**config.mk**
```make
export PLATFORM = sky130hd
export DESIGN_NAME = pc_redirect_tracker_flat
export DESIGN_NICKNAME = d
export VERILOG_FILES = /design/src/rtl/pc_redirect_tracker_if.sv /design/src/rtl/pc_redirect_tracker.sv /design/src/flat_wrapper.sv
export SDC_FILE = /design/constraint.sdc
export NUM_CORES = 1
export LEC_CHECK = 0
export CORE_MARGIN = 2
export CORE_UTILIZATION = 40
export DETAILED_ROUTE_END_ITERATION = 16
export PLACE_DENSITY = 0.73
export SLEW_MARGIN = 30
export SYNTH_ARGS = -nofsm -noshare
export SYNTH_HDL_FRONTEND = slang
export SYNTH_SLANG_ARGS = --single-unit
export TNS_END_PERCENT = 1
```
**constraint.sdc**
```tcl
create_clock -name clk -period 3.2 [get_ports clk]
set_input_delay 0.8 -clock clk [delete_from_list [all_inputs] [get_ports clk]]
set_output_delay 0.8 -clock clk [all_outputs]
set_load 0.05 [all_outputs]
```
**src/rtl/pc_redirect_tracker_if.sv**
```systemverilog
// pc_redirect_tracker_if
//   Bundles the decode-side inputs and the tracker outputs of
//   pc_redirect_tracker. The block itself connects through the slave modport.
//   The driver of the decode/pipeline controls connects through the master
//   modport.
//
//   Signals (direction as seen from the slave / tracker):
//     en           in   pipeline advance enable (0 = stall)
//     flush        in   bubble insert into stage 0
//     valid_d      in   decode-stage instruction valid
//     Rd           in   decode destination register
//     Branch       in   decode instruction is a branch
//     RegW         in   decode instruction writes a register
//     cond_ex      in   execute-stage condition passed
//     PCS          out  decode PC-write flag (combinational)
//     pcs_pipe     out  per-stage PC-write flags, bit 0 = execute
//     pc_busy      out  fetch stall / PC busy indication
//     pc_src_w     out  writeback stage loads the PC this cycle
//     redirect_cnt out  saturating count of committed redirects
interface pc_redirect_tracker_if #(
  parameter int REG_ADDR_W = 5,
  parameter int STAGES     = 3,
  parameter int CNT_W      = 16
);
  logic                  en;
  logic                  flush;
  logic                  valid_d;
  logic [REG_ADDR_W-1:0] Rd;
  logic                  Branch;
  logic                  RegW;
  logic                  cond_ex;
  logic                  PCS;
  logic [STAGES-1:0]     pcs_pipe;
  logic                  pc_busy;
  logic                  pc_src_w;
  logic [CNT_W-1:0]      redirect_cnt;

  modport master (
    output en, flush, valid_d, Rd, Branch, RegW, cond_ex,
    input  PCS, pcs_pipe, pc_busy, pc_src_w, redirect_cnt
  );

  modport slave (
    input  en, flush, valid_d, Rd, Branch, RegW, cond_ex,
    output PCS, pcs_pipe, pc_busy, pc_src_w, redirect_cnt
  );
endinterface

```
**src/rtl/pc_redirect_tracker.sv**
```systemverilog
// pc_redirect_tracker
//   Computes the decode-stage PC-write flag (PCS). The flag is carried through
//   STAGES pipeline registers, running from execute to writeback. The
//   pipeline supports stall (en=0), flush of stage 0, and cancellation when
//   the execute-stage condition check fails. The block drives:
//     - the fetch busy indication, and
//     - the writeback PC-source select.
//   It also keeps a saturating count of committed PC redirects.
//
//   Ports:
//     clk  in  system clock, rising edge
//     rst  in  asynchronous active-high reset
//     bus  pc_redirect_tracker_if.slave (see interface header for signals)
//
//   The parameters must match those of the connected interface instance.
//   STAGES must lie in 2..8 and PC_REG must be below 2**REG_ADDR_W.
module pc_redirect_tracker #(
  parameter int REG_ADDR_W = 5,
  parameter int PC_REG     = 15,
  parameter int STAGES     = 3,
  parameter int CNT_W      = 16
) (
  input  logic                    clk,
  input  logic                    rst,
  pc_redirect_tracker_if.slave    bus
);

  localparam logic [REG_ADDR_W-1:0] PC_ADDR = REG_ADDR_W'(PC_REG);
  localparam logic [CNT_W-1:0]      CNT_MAX = {CNT_W{1'b1}};
  localparam logic [CNT_W-1:0]      CNT_ONE = {{(CNT_W-1){1'b0}}, 1'b1};

  logic [STAGES-1:0] pipe_q, pipe_d;
  logic [CNT_W-1:0]  cnt_q, cnt_d;
  logic              pcs;

  // The decode flag does not depend on valid_d or en. This keeps it
  // truth-table identical to the older decode logic; gating by valid_d
  // happens only where it enters the pipeline.
  assign pcs = bus.Branch | (bus.RegW & (bus.Rd == PC_ADDR));

  genvar gi;
  generate
    for (gi = 0; gi < STAGES; gi++) begin : g_stage
      if (gi == 0) begin : g_s0
        // Flush wins over a stall so that a bubble can be inserted while
        // the rest of the pipeline is frozen.
        assign pipe_d[gi] = bus.flush ? 1'b0 :
                            bus.en    ? (pcs & bus.valid_d) : pipe_q[gi];
      end else if (gi == 1) begin : g_s1
        // Entering memory stage: a failed condition check cancels the redirect.
        assign pipe_d[gi] = bus.en ? (pipe_q[0] & bus.cond_ex) : pipe_q[gi];
      end else begin : g_sk
        assign pipe_d[gi] = bus.en ? pipe_q[gi-1] : pipe_q[gi];
      end
    end
  endgenerate

  // A redirect held in writeback by a stall is counted only on the edge
  // where it actually leaves (en=1). The count therefore equals the number
  // of commits.
  always_comb begin
    cnt_d = cnt_q;
    if (bus.en && pipe_q[STAGES-1] && (cnt_q != CNT_MAX)) begin
      cnt_d = cnt_q + CNT_ONE;
    end
  end

  always_ff @(posedge clk or posedge rst) begin
    if (rst) begin
      pipe_q <= '0;
      cnt_q  <= '0;
    end else begin
      pipe_q <= pipe_d;
      cnt_q  <= cnt_d;
    end
  end

  assign bus.PCS          = pcs;
  assign bus.pcs_pipe     = pipe_q;
  // Busy covers a redirect in decode and every stage before writeback. The
  // writeback stage itself is signalled separately by pc_src_w.
  assign bus.pc_busy      = (pcs & bus.valid_d) | (|pipe_q[STAGES-2:0]);
  assign bus.pc_src_w     = pipe_q[STAGES-1];
  assign bus.redirect_cnt = cnt_q;

endmodule

```
**src/flat_wrapper.sv**
```systemverilog
// flat-port wrapper written by rule: the top's interface ports become plain ports
module pc_redirect_tracker_flat 
#(
  parameter int REG_ADDR_W = 5,
  parameter int PC_REG     = 15,
  parameter int STAGES     = 3,
  parameter int CNT_W      = 16
)
  (clk, rst, bus_en, bus_flush, bus_valid_d, bus_Rd, bus_Branch, bus_RegW, bus_cond_ex, bus_PCS, bus_pcs_pipe, bus_pc_busy, bus_pc_src_w, bus_redirect_cnt);
  pc_redirect_tracker_if #(.REG_ADDR_W(REG_ADDR_W), .STAGES(STAGES), .CNT_W(CNT_W)) bus_i ();
  input  logic clk;
  input  logic rst;
  input wire logic [$bits(bus_i.en)-1:0] bus_en;
  input wire logic [$bits(bus_i.flush)-1:0] bus_flush;
  input wire logic [$bits(bus_i.valid_d)-1:0] bus_valid_d;
  input wire logic [$bits(bus_i.Rd)-1:0] bus_Rd;
  input wire logic [$bits(bus_i.Branch)-1:0] bus_Branch;
  input wire logic [$bits(bus_i.RegW)-1:0] bus_RegW;
  input wire logic [$bits(bus_i.cond_ex)-1:0] bus_cond_ex;
  output wire logic [$bits(bus_i.PCS)-1:0] bus_PCS;
  output wire logic [$bits(bus_i.pcs_pipe)-1:0] bus_pcs_pipe;
  output wire logic [$bits(bus_i.pc_busy)-1:0] bus_pc_busy;
  output wire logic [$bits(bus_i.pc_src_w)-1:0] bus_pc_src_w;
  output wire logic [$bits(bus_i.redirect_cnt)-1:0] bus_redirect_cnt;
  assign bus_i.en = bus_en;
  assign bus_i.flush = bus_flush;
  assign bus_i.valid_d = bus_valid_d;
  assign bus_i.Rd = bus_Rd;
  assign bus_i.Branch = bus_Branch;
  assign bus_i.RegW = bus_RegW;
  assign bus_i.cond_ex = bus_cond_ex;
  assign bus_PCS = bus_i.PCS;
  assign bus_pcs_pipe = bus_i.pcs_pipe;
  assign bus_pc_busy = bus_i.pc_busy;
  assign bus_pc_src_w = bus_i.pc_src_w;
  assign bus_redirect_cnt = bus_i.redirect_cnt;
  pc_redirect_tracker #(.REG_ADDR_W(REG_ADDR_W), .PC_REG(PC_REG), .STAGES(STAGES), .CNT_W(CNT_W)) u_core (.clk(clk), .rst(rst), .bus(bus_i));
endmodule
```
[Word-level counts from Yosys, hierarchy flattened]
Index checks and enable logic that the tools add are counted.
Word-level totals
  output and inout bits: 22
  flip-flop bits (word level): 19
  logic and storage cells: 17
  input port bits: 13
Cells by class
  mux-type cells: 2
  bitwise gates (word level): 5
  reduce and logical (&&, ||, !) cells: 4
  equal/unequal tests: 2
  add/sub/neg operators: 1
Operators by type and width (number)
  adder 16 x 1 -> 16 bit, second input constant: 1
  inequality test 16 bit, second input constant: 1
  equality test 5 x 4 -> 1 bit, second input constant: 1
  bitwise AND 1 bit: 3
  logical AND 1 bit: 2
  2-to-1 mux 1 bit: 2
  bitwise OR 1 bit: 2
  nonzero test 2 bit: 1
  OR reduction 2 bit: 1

[Longest topological paths before layout]
  word-level depth: 6
  mapped depth: 5
  mapped depth without buffers: 5

[Least setup slack after synthesis]
OpenSTA, ideal clock, no wires.
  path kind: in2out
  start point: in bus_Rd[3]
  end point: out bus_pc_busy
  setup slack: 0.556 ns
  path buffers: 0
  data required time: 2.400 ns
  data arrival time: 1.844 ns
  stages: 3
  cells stage by stage: and4b_1 a31o_2 a211o_1
Between the ends
  longest elaborated chain between the ends: 5
Ends and longest elaborated chain
  start: declaration: RTL line flat_wrapper.sv:16  | input wire logic [$bits(bus_i.Rd)-1:0] bus_Rd;
  equality test 5 x 4 -> 1 bit: RTL line pc_redirect_tracker.sv:39  | assign pcs = bus.Branch | (bus.RegW & (bus.Rd == PC_ADDR));
  bitwise AND 1 bit: RTL line pc_redirect_tracker.sv:39
  bitwise OR 1 bit: RTL line pc_redirect_tracker.sv:39
  net bus_PCS: RTL line flat_wrapper.sv:20  | output wire logic [$bits(bus_i.PCS)-1:0] bus_PCS;
  bitwise AND 1 bit: RTL line pc_redirect_tracker.sv:82  | assign bus.pc_busy = (pcs & bus.valid_d) | (|pipe_q[STAGES-2:0]);
  bitwise OR 1 bit: RTL line pc_redirect_tracker.sv:82
  end: declaration: RTL line flat_wrapper.sv:22  | output wire logic [$bits(bus_i.pc_busy)-1:0] bus_pc_busy;
The timed path passes the listed nets, and every way through them passes these cells.

[Worst setup path after layout]
  start point: in bus_Rd[4]
  end point: out bus_pc_busy
Between the ends
  longest elaborated chain between the ends: 5
Ends and longest elaborated chain (RTL line)
  equality test 5 x 4 -> 1 bit: pc_redirect_tracker.sv:39
  bitwise AND 1 bit: pc_redirect_tracker.sv:39
  bitwise OR 1 bit: pc_redirect_tracker.sv:39
  bitwise AND 1 bit: pc_redirect_tracker.sv:82
  bitwise OR 1 bit: pc_redirect_tracker.sv:82
No other way between the ends.

==> impl_metrics.py <==
metrics = {
    "worst_setup_path": {
        "max_stage_delay_ns": 0.46,
        "cpMaxStageDelayCell": "clkdlybuf4s50_1",
        "crit_chain": "clkdlybuf4s50_1, and4b_1, a31o_2, a211o_1, buf_4",
        "crit_family": "buffers and inverters",
        "cp.required_ns": 2.40,
        "worstRegToRegCells": 4,
        "crit_fanout": 3,
        "crit_type": "in -> out",
        "startpoint_type": "primary input",
        "crit_arrival_ns": 2.22,
        "worstSetupEndpointType": "primary output",
        "critical_path_depth": 5,
        "cp.buffers_inverters": 2,
    },
    "yosys": {
        "synthSimpleGateAreaFrac_pct": 24.55,
        "syn_nets": 102,
        "synth_seq_cells": 19,
        "muxShareOfSynthArea_pct": 5.784,
        "synth_area_um2": 973.4,
        "synth.avg_cell_area_um2": 11.06,
        "synth_top_area_share_pct": 48.84,
        "yosysWarnings": 0,
        "yosysSeqAreaShare_pct": 48.84,
        "synth_cells": 88,
        "ys_types": 33,
        "synth_compound_gate_area_share_pct": 9.640,
        "synthTopCellsByArea": "dfrtp_1 (49%), mux2_2 (4.6%), xor2_1 (4.5%), nor4_4 (4.4%), nand3_1 (3.1%)",
        "synthAdderAreaFrac_pct": 1.285,
        "synth-xor-area-share_pct": 7.198,
        "synth.largest_area_cell": "dfrtp_1",
        "synth_top_family_by_area": "simple AND/OR/NAND/NOR gates",
    },
    "clock_tree": {
        "cts-buffers-inserted": 3,
        "cts_buffer_depth": 2,
        "cts_tree": "done",
        "cts.sinks": 19,
        "clk_latency_ns": 0.29,
        "cts_max_level": 1,
        "cts_setup_buffers": 0,
        "cts_root_buffer": "clkbuf_4",
        "clkTransAtPathRegs_ns": 0.10,
        "cts_hold_buf": 0,
        "cts_resized": 0,
    },
    "placed_design": {
        "post-dp-hpwl_um": 1661,
        "io_buffers": 34,
        "globalplace.congestion": 0.7387,
        "placed_area_um2": 1349,
    },
    "job": {
        "max-cap-violations": 0,
    },
    "layout": {
        "drive_above_1_share_pct": 12.80,
        "final_cell_mix": "clkdlybuf4s50_1 (32), dfrtp_1 (19), nand2_1 (6), nand3_1 (6)",
        "final_cell_area_um2": 1376,
        "fin_nets": 140,
        "n_antenna_cell": 0,
        "multi_input_area_um2": 471.7,
        "area_growth_syn_to_layout_pct": 41.39,
        "final_common_cell": "clkdlybuf4s50_1",
        "fillCellCount": 217,
        "regArea_um2": 475.5,
    },
    "drt": {
        "drtPass1Iterations": 4,
        "route.detailed.drc": 0,
        "wirelength_um": 2080,
        "ant_nets": 0,
        "drt_iter0_markers": 9,
        "vias_per_cell": 5.379,
        "wire_per_inst_um": 13.59,
        "vias": 823,
    },
    "global_routing": {
        "grt_usage_pct": 16.97,
        "grt.overflow.total": 0,
        "grt_pass1_vias": 780,
        "antenna_found_initial": 0,
        "grt_first_pass_wirelength_um": 3484,
        "grt_max_degree": 20,
    },
    "sta": {
        "skew_ns": 0.007827,
        "period_share_pct": 94.48,
        "min_period_ns": 3.023,
        "hold_ws_ns": 0.5366,
        "final_hold_viol_count": 0,
        "fmax_ghz": 0.3308,
        "max_slew_margin_pct": 51.73,
        "rsz0062_at_grt": "no",
        "finalSetupTns_ns": 0,
        "tightest_slew_ns": 0.7232,
        "setup_viol": 0,
        "finalMaxSlewViolations": 0,
    },
    "floorplan": {
        "initial_core_util_pct": 43.17,
        "die_y_um": 53.33,
        "num_io_pins": 35,
        "die_area_um2": 2844,
        "rows": 17,
        "die_x_um": 53.33,
        "core_area_um2": 2255,
    },
    "status": {
        "status": "complete, no violations",
    },
    "hold_path": {
        "hold_class": "reg -> reg",
        "holdPathStages": 1,
    },
    "power": {
        "powerDensity_nw_per_um2": 412.7,
        "ir_worst_vdd_mv": 0.3722,
        "leakage_nw": 0.5985,
    },
}
[power breakdown]
group          internal, mW  total, mW  switching [mW]
Combinational        0.0656      0.169           0.103
Sequential            0.258      0.280          0.0220
Clock                0.0465      0.120          0.0731
[sequential cells by signal, summed over array words and instances, names as in the netlist]
| signal | count |
|---|---|
| u_core.bus.redirect_cnt | 16 |
| u_core.bus.pcs_pipe | 3 |
[synth_stat cells (all sizes together)]
library cell and number:
nand2b 1, o41a 1, buf 1, a211o 1, nand2 7, nor3b 1, nor4 4, inv 5
o211ai 1, a31oi 1, xor2 5, nor4b 1, ha 1, a31o 1, nand3 6, o2111ai 1
and4b 1, or4b 1, mux2 5, or4 1, dfrtp 19, nand4 4, or2 1, xnor2 3
o21a 1, a21oi 3, o21ai 4, nor3 2, nor2 5
[metrics by stage]
stage	utilization [%]	instances	setup WS, ns	power, mW
2_1_floorplan	-	88	0.5560	0.3854
3_3_place_gp	59.82	149	0.2333	0.4492
3_5_place_dp	59.82	149	0.1672	0.4538
4_1_cts	61.04	153	0.1672	0.5748
5_1_grt	61.04	153	0.1256	0.5974
6_report	61.04	153	0.1767	0.5680
[final timing paths]
| kind | startpoint | to | slack [ns] |
|---|---|---|---|
| setup / recovery | bus_Rd[4] | bus_pc_busy | 0.18 |
| hold / removal | u_core.bus.redirect_cnt[13] | u_core.bus.redirect_cnt[13] | 0.54 |
| setup reg to reg | u_core.bus.redirect_cnt[2] | u_core.bus.redirect_cnt[15] | 1.27 |
| hold reg to reg | u_core.bus.redirect_cnt[13] | u_core.bus.redirect_cnt[13] | 0.54 |
| max in group asynchronous | rst | u_core.bus.pcs_pipe[0] | 1.83 |
| min in group asynchronous | rst | u_core.bus.redirect_cnt[0] | 0.91 |
[worst register-to-register path: cells and delay by family, from the launching register on]
family | cells | cell delay, ns
DFF | 1 | 0.45
muxes | 1 | 0.33
and+or+nand+nor | 3 | 1.03
[routing by layer]
| layer | GRT usage, % | part of all wire [%] |
|---|---|---|
| met5 | 0 | 0 |
| met4 | 7.692 | 1.3 |
| met3 | 2.825 | 4.1 |
| met2 | 29.84 | 53 |
| met1 | 19.89 | 41 |
[cell type report]
class	count	share of cell area [%]
timing repair buffer	34	25.27
clock buffer	3	1.636
inverter	5	1.364
tap	28	2.545
sequential	19	34.55
multi-input combinational	63	34.27
clock inverter	1	0.3636
[logic make-up (layout without fill, tap and decap cells)]
| family | count (synthesis) | after routing |
|---|---|---|
| simple gates | 35 | 35 |
| flops | 19 | 19 |
| compound gates | 14 | 14 |
| xor+xnor | 8 | 8 |
| buf+inv | 6 | 43 |
| mux | 5 | 5 |
| fa+ha+maj | 1 | 1 |
No activity file was read; power rests on OpenSTA's default activity.
